`src/rtl/uart_rx_param_if.sv`:
```
// Host-side bundle of the UART receiver: received word, valid/ready handshake,
// busy flag and the one-cycle error pulses.
interface uart_rx_param_if #(
  parameter int DATA_BITS = 8
);
  logic [DATA_BITS-1:0] rx_data;
  logic                 rx_valid;
  logic                 rx_ready;
  logic                 busy;
  logic                 frame_err;
  logic                 parity_err;
  logic                 overrun_err;

  modport master (
    output rx_data, rx_valid, busy, frame_err, parity_err, overrun_err,
    input  rx_ready
  );

  modport slave (
    input  rx_data, rx_valid, busy, frame_err, parity_err, overrun_err,
    output rx_ready
  );
endinterface

```
`src/rtl/uart_rx_param.sv`:
```
// Oversampled mid-bit UART receiver with false-start rejection, framing/overrun
// detection and a valid/ready output register. Parity via UART_RX_PARITY_EN.
//
// state  | meaning
// IDLE   | waiting for a falling edge on rx_s
// START  | confirming the start bit at half a bit period
// DATA   | sampling DATA_BITS data bits at bit centres
// PARITY | sampling the parity bit (UART_RX_PARITY_EN only)
// STOP   | sampling the stop bit, then delivering or reporting
module uart_rx_param #(
  parameter int CLK_FREQ_HZ = 50_000_000,
  parameter int BAUD_RATE   = 115_200,
  parameter int OVERSAMPLE  = 16,
  parameter int DATA_BITS   = 8,
  parameter int PARITY_ODD  = 0
) (
  input  logic            clk,
  input  logic            rst_n,
  input  logic            rx,
  uart_rx_param_if.master bus
);
  localparam int DIV = CLK_FREQ_HZ / (BAUD_RATE * OVERSAMPLE);
  localparam int PW  = (DIV > 1) ? $clog2(DIV) : 1;
  localparam int SW  = $clog2(OVERSAMPLE);
  localparam int BW  = $clog2(DATA_BITS + 1);

  localparam logic [PW-1:0] PRE_LAST  = PW'(DIV - 1);
  localparam logic [SW-1:0] SAMP_HALF = SW'(OVERSAMPLE / 2 - 1);
  localparam logic [SW-1:0] SAMP_FULL = SW'(OVERSAMPLE - 1);
  localparam logic [BW-1:0] BIT_LAST  = BW'(DATA_BITS - 1);

  if (DIV < 1 || OVERSAMPLE < 8 || (OVERSAMPLE % 2) != 0 ||
      DATA_BITS < 5 || DATA_BITS > 9 || PARITY_ODD < 0 || PARITY_ODD > 1) begin : g_param_check
    $error("uart_rx_param: illegal parameter set");
  end

  typedef enum logic [2:0] {
    IDLE,
    START,
    DATA,
`ifdef UART_RX_PARITY_EN
    PARITY,
`endif
    STOP
  } state_t;

  state_t               state_q, state_d;
  logic                 rx_meta, rx_s, rx_prev;
  logic [PW-1:0]        pre_cnt;
  logic [SW-1:0]        samp_cnt;
  logic [BW-1:0]        bit_cnt;
  logic                 tick;
  logic                 clr_cnt, samp_hit, shift_en, stop_en;
  logic [DATA_BITS-1:0] word;
  logic                 par_bad;
  logic                 good, load;
  logic [DATA_BITS-1:0] data_q;
  logic                 valid_q, frame_q, parity_q, overrun_q;

  // rx is asynchronous; rx_prev feeds the start edge detector
  always_ff @(posedge clk or negedge rst_n) begin
    if (!rst_n) begin
      rx_meta <= 1'b1;
      rx_s    <= 1'b1;
      rx_prev <= 1'b1;
    end else begin
      rx_meta <= rx;
      rx_s    <= rx_meta;
      rx_prev <= rx_s;
    end
  end

  assign tick = (pre_cnt == PRE_LAST);

  always_ff @(posedge clk or negedge rst_n) begin
    if (!rst_n) state_q <= IDLE;
    else        state_q <= state_d;
  end

  always_comb begin
    state_d  = state_q;
    clr_cnt  = 1'b0;
    samp_hit = 1'b0;
    shift_en = 1'b0;
    stop_en  = 1'b0;
    case (state_q)
      IDLE: begin
        if (rx_prev && !rx_s) begin
          clr_cnt = 1'b1;
          state_d = START;
        end
      end
      START: begin
        if (tick && samp_cnt == SAMP_HALF) begin
          samp_hit = 1'b1;
          if (rx_s) begin
            state_d = IDLE;
          end else begin
            clr_cnt = 1'b1;
            state_d = DATA;
          end
        end
      end
      DATA: begin
        if (tick && samp_cnt == SAMP_FULL) begin
          samp_hit = 1'b1;
          shift_en = 1'b1;
          if (bit_cnt == BIT_LAST) begin
`ifdef UART_RX_PARITY_EN
            state_d = PARITY;
`else
            state_d = STOP;
`endif
          end
        end
      end
`ifdef UART_RX_PARITY_EN
      PARITY: begin
        if (tick && samp_cnt == SAMP_FULL) begin
          samp_hit = 1'b1;
          state_d  = STOP;
        end
      end
`endif
      STOP: begin
        if (tick && samp_cnt == SAMP_FULL) begin
          samp_hit = 1'b1;
          stop_en  = 1'b1;
          state_d  = IDLE;
        end
      end
      default: state_d = IDLE;
    endcase
  end

  // sample counter is parked at zero in IDLE so it never wraps
  always_ff @(posedge clk or negedge rst_n) begin
    if (!rst_n) begin
      pre_cnt  <= '0;
      samp_cnt <= '0;
      bit_cnt  <= '0;
    end else begin
      if (clr_cnt || tick) pre_cnt <= '0;
      else                 pre_cnt <= pre_cnt + 1'b1;

      if (clr_cnt || samp_hit || state_q == IDLE) samp_cnt <= '0;
      else if (tick)                              samp_cnt <= samp_cnt + 1'b1;

      if (clr_cnt)       bit_cnt <= '0;
      else if (shift_en) bit_cnt <= bit_cnt + 1'b1;
    end
  end

  always_ff @(posedge clk or negedge rst_n) begin
    if (!rst_n)        word <= '0;
    else if (shift_en) word <= {rx_s, word[DATA_BITS-1:1]};
  end

`ifdef UART_RX_PARITY_EN
  localparam logic PAR_ODD = (PARITY_ODD != 0);
  logic par_en;
  assign par_en = (state_q == PARITY) && samp_hit;

  always_ff @(posedge clk or negedge rst_n) begin
    if (!rst_n)      par_bad <= 1'b0;
    else if (clr_cnt) par_bad <= 1'b0;
    else if (par_en)  par_bad <= rx_s ^ (^word) ^ PAR_ODD;
  end
`else
  assign par_bad = 1'b0;
`endif

  // a good word loads if the output register is empty or being drained now
  assign good = rx_s && !par_bad;
  assign load = stop_en && good && (!valid_q || bus.rx_ready);

  always_ff @(posedge clk or negedge rst_n) begin
    if (!rst_n) begin
      data_q    <= '0;
      valid_q   <= 1'b0;
      frame_q   <= 1'b0;
      parity_q  <= 1'b0;
      overrun_q <= 1'b0;
    end else begin
      frame_q   <= stop_en && !rx_s;
      parity_q  <= stop_en && par_bad;
      overrun_q <= stop_en && good && valid_q && !bus.rx_ready;
      if (load) begin
        data_q  <= word;
        valid_q <= 1'b1;
      end else if (valid_q && bus.rx_ready) begin
        valid_q <= 1'b0;
      end
    end
  end

  assign bus.rx_data     = data_q;
  assign bus.rx_valid    = valid_q;
  assign bus.busy        = (state_q != IDLE);
  assign bus.frame_err   = frame_q;
  assign bus.parity_err  = parity_q;
  assign bus.overrun_err = overrun_q;
endmodule
```
`src/flat_wrapper.sv`:
```
// flat-port wrapper written by rule: the top's interface ports become plain ports
module uart_rx_param_flat 
#(
  parameter int CLK_FREQ_HZ = 50_000_000,
  parameter int BAUD_RATE   = 115_200,
  parameter int OVERSAMPLE  = 16,
  parameter int DATA_BITS   = 8,
  parameter int PARITY_ODD  = 0
)
  (clk, rst_n, rx, bus_rx_data, bus_rx_valid, bus_busy, bus_frame_err, bus_parity_err, bus_overrun_err, bus_rx_ready);
  uart_rx_param_if #(.DATA_BITS(DATA_BITS)) bus_i ();
  input  logic clk;
  input  logic rst_n;
  input  logic rx;
  output wire logic [$bits(bus_i.rx_data)-1:0] bus_rx_data;
  output wire logic [$bits(bus_i.rx_valid)-1:0] bus_rx_valid;
  output wire logic [$bits(bus_i.busy)-1:0] bus_busy;
  output wire logic [$bits(bus_i.frame_err)-1:0] bus_frame_err;
  output wire logic [$bits(bus_i.parity_err)-1:0] bus_parity_err;
  output wire logic [$bits(bus_i.overrun_err)-1:0] bus_overrun_err;
  input wire logic [$bits(bus_i.rx_ready)-1:0] bus_rx_ready;
  assign bus_rx_data = bus_i.rx_data;
  assign bus_rx_valid = bus_i.rx_valid;
  assign bus_busy = bus_i.busy;
  assign bus_frame_err = bus_i.frame_err;
  assign bus_parity_err = bus_i.parity_err;
  assign bus_overrun_err = bus_i.overrun_err;
  assign bus_i.rx_ready = bus_rx_ready;
  uart_rx_param #(.CLK_FREQ_HZ(CLK_FREQ_HZ), .BAUD_RATE(BAUD_RATE), .OVERSAMPLE(OVERSAMPLE), .DATA_BITS(DATA_BITS), .PARITY_ODD(PARITY_ODD)) u_core (.clk(clk), .rst_n(rst_n), .rx(rx), .bus(bus_i));
endmodule
```
`config.mk`:
```
export PLATFORM = sky130hd
export DESIGN_NAME = uart_rx_param_flat
export DESIGN_NICKNAME = d
export VERILOG_FILES = /design/src/rtl/uart_rx_param_if.sv /design/src/rtl/uart_rx_param.sv /design/src/flat_wrapper.sv
export SDC_FILE = /design/constraint.sdc
export NUM_CORES = 1
export LEC_CHECK = 0
export ABC_AREA = 1
export CORE_ASPECT_RATIO = 1.2
export CORE_MARGIN = 4
export CORE_UTILIZATION = 40
export CTS_CLUSTER_DIAMETER = 200
export DETAILED_ROUTE_END_ITERATION = 8
export PLACE_DENSITY_LB_ADDON = 0.15
export SLEW_MARGIN = 40
export SYNTH_ARGS = -nofsm -noshare
export SYNTH_HDL_FRONTEND = slang
export SYNTH_SLANG_ARGS = --single-unit
```
`constraint.sdc`:
```
create_clock -name clk -period 1.98 [get_ports clk]
set_clock_uncertainty 0.2 [all_clocks]
set_input_delay 0.396 -clock clk [delete_from_list [all_inputs] [get_ports clk]]
set_output_delay 0.396 -clock clk [all_outputs]
set_load 0.02 [all_outputs]
```
==> results.md, run 1 <==
* Status: finished clean
* Buffers plus inverters on the worst setup path at 2
* Root buffer cell: clkbuf_8
* Delay-heaviest family, CP: flip-flops
* Mean Syn Cell Area at 9.50 sq um
* Placed insts at 251
* Vias in the first global route at 1,193
* DIE AREA at 0.00542 sq mm
* Clk Latency, worst-skew pair at 0.28 ns
* Placer Congestion at 0.889
* # diodes at 0
* Crit path max fanout at 6
* Share of power burned in registers at 45.9%
* Fin. Hold Viols at 0
* Area Overhead vs Synth at 20.2%
* Gr ovfl total at 0
* Internal Power at 1.39 mW
* Setup Crit Path Kind: reg2out
* CTS tree: built
* Final layout net count at 212
* RSZ-0062 raised after global routing: no
* Synth Net Count at 189
* Detailed-router iteration count before antenna repair at 4
* Total CTS buffers at 5
* Crit path arrival time at 1.27 ns
* Die Wd at 67.8 microns
* I/O Pins at 17
* Seq/Total Area, Yosys at 54.1%
* Highest clock rate at 535 MHz
* Cell-by-cell trace of the critical path: nor2_1 -> inv_1 -> dlygate4sd2_1
* Initial Utilization at 42.6%
* Post-detailed-route DRC marker count at 0
* Period utilisation layout at 94.5%
* Final ANT Viol Nets at 0
* Initial antenna violation count at 0
* Max Cap Violations at 0
* Place WS at 0.140 ns
* Average routed wire per standard cell at 11.7 microns
* Buffer depth of the longest clock path at 2
* Layout Cells excl Fill at 259
* Largest cells by area after synthesis: dfrtp_1, nand2_1, inv_1
* Setup TNS at 0 ns
* Detail Placement HPWL at 2280 microns
* Via Count at 1,171
* CP max-delay cell: dfrtp_1
* CP startpoint kind: flop
* Largest net degree at the start of global routing at 38
* Syn Std Cell Area at 0.00172 sq mm
* DR iter-0 viols at 54
* Warnings, synthesis at 0
* Port bufs at 15
* Hold slack at 0.157 ns
* Final setup vio count at 0
* VDD IR max at 0.443 mV
* Via/cell ratio at 4.52
* Setup WS post-layout at 0.110 ns
* Core area at 0.00404 sq mm
* Final Util at 51.2%
* Total GRT Usage at 13.6%
* Min-delay worst type: reg2reg
* Top-area cell type share of the netlist area at 49.5%
* H-tree depth at 2
* Clk network pwr share at 33.4%
* Row count at 25
* Synth Register Bits at 37
* Critical Path End Type: primary output
* Sw Pwr at 0.582 mW
* Mapped Cells at 181
* CP Data Required Time at 1.38 ns
* Leak at 1.01 nW
* Final period demand of the worst path at 1.87 ns
* Post CTS Setup Buffer Count at 0
* Synth area leader: dfrtp_1
* Yosys cell types at 26
* Most frequent cells in the layout: nand2_1, dfrtp_1, inv_1
* Most common cell after layout, fill and taps aside: nand2_1
* Share of cells above drive strength 1 at 15.1%
* Slowest stage delay, CP at 0.44 ns
* Sw frac at 29.5%
* Comb pwr share at 20.7%
* First-pass GRT wire length at 5410 microns
* Clk sinks at 37
* Die Span Y at 79.8 microns
* Clock slew at reported path FFs at 0.07 ns
* Final Max Tran Viols at 0
* Final WL at 3030 microns
* PD cells at 955 mW/mm^2
==> repair_timing <==
item                       CTS  global route
hold buffers                 0             0
setup endpoints to repair    1             0
gates resized for setup      1             0
==> final timing paths <==
path | slack [ns] | startpoint | endpoint | cells past startpoint
hold reg to reg | 0.16 | u_core.rx_meta | u_core.good | 0
hold / removal | 0.16 | u_core.rx_meta | u_core.good | 0
setup / recovery | 0.11 | u_core.state_q[0] | bus_busy | 3
setup reg to reg | 0.19 | u_core.pre_cnt[0] | u_core.bus.rx_data[7] | 9
max in group asynchronous | 1.04 | rst_n | u_core.rx_prev | 2
min in group asynchronous | 0.28 | rst_n | u_core.word[7] | 2
==> layer usage <==
layer  global-route usage, %  routed length [microns]  vias to the layer above  share of wire, %
met5                       0                        0                        -                 0
met4                    5.37                       27                        0              0.89
met3                    4.79                       91                        2               3.0
met2                    21.9                     1510                       14                50
met1                    16.4                     1400                      551                46
li1                        -                        -                      604                 -
==> power by group through the flow <==
stage,registers (mW),clock network (mW),logic [mW]
2_1_floorplan,0.902,0,0.312
3_3_place_gp,0.916,0,0.421
3_5_place_dp,0.919,0,0.427
4_1_cts,0.906,0.685,0.419
5_1_grt,0.920,0.719,0.483
6_report,0.906,0.658,0.409
==> registers in the layout, summed over array words and instances (netlist names), 2 cells and up <==
| signal | flops |
|---|---|
| u_core.bus.rx_data | 8 |
| u_core.word | 8 |
| u_core.pre_cnt | 5 |
| u_core.bit_cnt | 4 |
| u_core.samp_cnt | 4 |
| u_core.state_q | 2 |
==> cell families (layout without fill, tap and decap cells) <==
kind of cell               count (synthesis)  in the layout  synth area share (%)
DFF                                       37             37                  54.1
buffers and inverters                     30             54                  7.71
AOI/OAI and AO/OA                         23             23                  8.52
xor gates and xnor gates                   7              7                  3.57
other                                      1              1                 0.218
adders and majority gates                  4              4                  2.91
and+or+nand+nor                           79             79                  23.0
==> per-stage QoR <==
step	area, sq um	power, mW
2_1_floorplan	1720	1.21
3_3_place_gp	1950	1.34
3_5_place_dp	1950	1.35
4_1_cts	2070	2.01
5_1_grt	2070	2.12
6_report	2070	1.97
==> synth_stat cells <==
library cell  instances
nand3b_1              2
buf_2                 1
dfstp_2               3
o21ai_0              11
nand2_2               2
xor2_1                5
conb_1                1
o21ai_2               8
nand2_1              44
nand3_1               7
buf_6                 2
xnor2_1               2
a31oi_1               1
nand3_4               1
buf_4                 1
nor2_8                2
dfrtp_1              34
nand4_1               2
a21oi_1               3
nor3_1                1
nand2_4               1
inv_1                26
nor2_4                2
ha_1                  4
nor2_1               14
nor4_1                1
==> layout make-up <==
type                       instances  area (sq um)
fill                             362          1970
sequential                        37           930
multi-input combinational        114           657
timing repair buffer              20           199
inverter                          26          97.6
clock buffer                       7          86.3
tap                               54          67.6
clock inverter                     1          30.0
Note: power is estimated with default switching activity, not from simulation.
==> inputs of run 2 (changes only) <==
CELL_PAD_IN_SITES_DETAIL_PLACEMENT = 2   (was not set)
CELL_PAD_IN_SITES_GLOBAL_PLACEMENT = 2   (was not set)
CORE_MARGIN = not set   (was 4)
CORE_UTILIZATION = 35   (was 40)
GPL_ROUTABILITY_DRIVEN = 1   (was not set)
==> run 2 against run 1 <==
First-iteration DRC count fell by 37%. Clock power fell by 15%. Die area fell by 4.0%. Worst hold slack improved by 0.0019 ns. Critical path depth did not move. Register-to-register slack got worse by 0.03 ns. Cell count rose by 1.9%. Worst setup slack got worse by 0.018 ns. Critical path type unchanged. Critical endpoint unchanged. Largest power group unchanged.
==> results.md, run 2 (same netlist as run 1, synthesis figures left out) <==
* Critical Path End Type: primary output
* Die Span Y at 78.8 microns
* GR Layer Usage met2 at 29.3%
* Placed insts at 254
* Worst Hold Path EP: u_core.good
* First-pass GRT wire length at 6760 microns
* Initial antenna violation count at 0
* Detailed-router iteration count before antenna repair at 4
* CP startpoint kind: flop
* Total CTS buffers at 5
* Setup WS post-layout at 0.0919 ns
* Average routed wire per standard cell at 15.7 microns
* Final ANT Viol Nets at 0
* Final setup vio count at 0
* Most common cell after layout, fill and taps aside: nand2_1
* H-tree depth at 2
* Root buffer cell: clkbuf_8
* Most frequent cells in the layout: nand2_1, dfrtp_1, inv_1
* R2r startpoint: u_core.pre_cnt[0]
* Post CTS Setup Buffer Count at 0
* Post-detailed-route DRC marker count at 0
* Layout Cells excl Fill at 264
* Design Power at 1.91 mW
* DR iter-0 viols at 34
* Final period demand of the worst path at 1.89 ns
* Largest net degree at the start of global routing at 28
* Clk Latency, worst-skew pair at 0.29 ns
* DIE AREA at 0.00520 sq mm
* Final layout net count at 213
* Worst flop-to-flop path endpoint: u_core.state_q[0]
* Global routing's busiest layer: met2
* Crit path arrival time at 1.29 ns
* Hold slack at 0.158 ns
* Max Cap Violations at 0
* Area Overhead vs Synth at 19.9%
* Initial Utilization at 36.9%
* Status: finished clean
* Leak at 0.990 nW
* Core area at 0.00466 sq mm
* Row count at 27
* Final WL at 4150 microns
* Worst hold path stage count at 0
* M1 GR Usage at 21.9%
* Final Max Tran Viols at 0
* RSZ-0062 raised after global routing: no
* Via/cell ratio at 4.80
* Share of cells above drive strength 1 at 15.0%
* Gr ovfl total at 0
* VDD IR max at 0.409 mV
* Detail Placement HPWL at 3060 microns
* Crit path max fanout at 6
* # diodes at 0
* Vias in the first global route at 1,410
* Min-delay worst type: reg2reg
* Total GRT Usage at 17.6%
* Port bufs at 15
* Max_slew headroom at 58.8%
* Met3 usage at 4.31%
* Clk sinks at 37
* Via Count at 1,268
* Placer Congestion at 0.754
* I/O Pins at 17
* CTS tree: built
* Highest clock rate at 530 MHz
* Fin. Hold Viols at 0
* Setup TNS at 0 ns
* Actual slew at the worst max-slew pin at 0.612 ns
* Reg2Reg Setup Slack at 0.16 ns
* Place WS at 0.0878 ns
* PD cells at 925 mW/mm^2
* Period utilisation layout at 95.4%
* Setup Crit Path Kind: reg2out
* Source of the worst hold timing path: u_core.rx_meta
* Clock slew at reported path FFs at 0.08 ns
* Die Wd at 66.0 microns
* Buffer depth of the longest clock path at 2
* CP Data Required Time at 1.38 ns
* R2R cell count at 10
[run 2: cell count changes in the layout (fill, tap and decap cells not counted), sizes merged]
| cell | delta |
|---|---|
| bufinv | -1 |
| clkbuf | +1 |
| clkdlybuf4s50 | -1 |
| dlygate4sd3 | +1 |
| nand3 | +1 |
[run 2: worst max-delay path, cell delays in order (launching register included)]
cell and delay, ns:
dfrtp_1 0.45, nor2_1 0.18, inv_1 0.05, dlygate4sd2_1 0.31
[run 2: layout make-up]
| type | instances | area [sq um] |
|---|---|---|
| Fill cell | 524 | 2600 |
| Sequential cell | 37 | 930 |
| Multi-Input combinational cell | 115 | 674 |
| Timing Repair Buffer | 20 | 196 |
| Inverter | 26 | 97.6 |
| Clock buffer | 8 | 90.1 |
| Tap cell | 58 | 72.6 |
[run 2: how the worst max path moves through the flow]
stage	start	end	slack, ns	depth (start not counted)
after floorplan	u_core.pre_cnt[0]	u_core.bus.rx_data[6]	0.25	10
after global routing	u_core.pre_cnt[0]	u_core.state_q[0]	0.009	10
after global placement	bus_rx_ready	u_core.bus.rx_data[1]	0.19	6
after detailed placement	u_core.pre_cnt[0]	u_core.bus.rx_data[5]	0.09	9
final	u_core.state_q[0]	bus_busy	0.09	3
after CTS	u_core.state_q[0]	bus_busy	0.06	3
[run 2: stage by stage]
step | util, % | area (sq um)
final | 44.2 | 2060
after global routing | 44.2 | 2060
after CTS | 43.8 | 2040
after detailed placement | 41.7 | 1940
after global placement | 41.7 | 1940
after floorplan | - | 1720
[run 2: report_power, final]
part           leakage [nW]  switching, mW  internal (mW)  total, mW
combinational         0.447          0.286          0.145      0.431
sequential            0.497         0.0857          0.830      0.916
clock                0.0455          0.274          0.284      0.559
total                 0.990          0.646           1.26       1.91
[run 2: metal layers]
metal,vias up,wire length (microns)
met5,-,0
met4,0,64
met3,7,105
met2,14,2200
met1,638,1780
li1,609,-
[run 2: repair_timing]
action                                  4_1_cts  5_1_grt
hold endpoints to repair                     22        0
gates resized for setup                       1        1
cloned                                        0        1
hold buffers                                  1        0
endpoints found under the setup margin        1        2
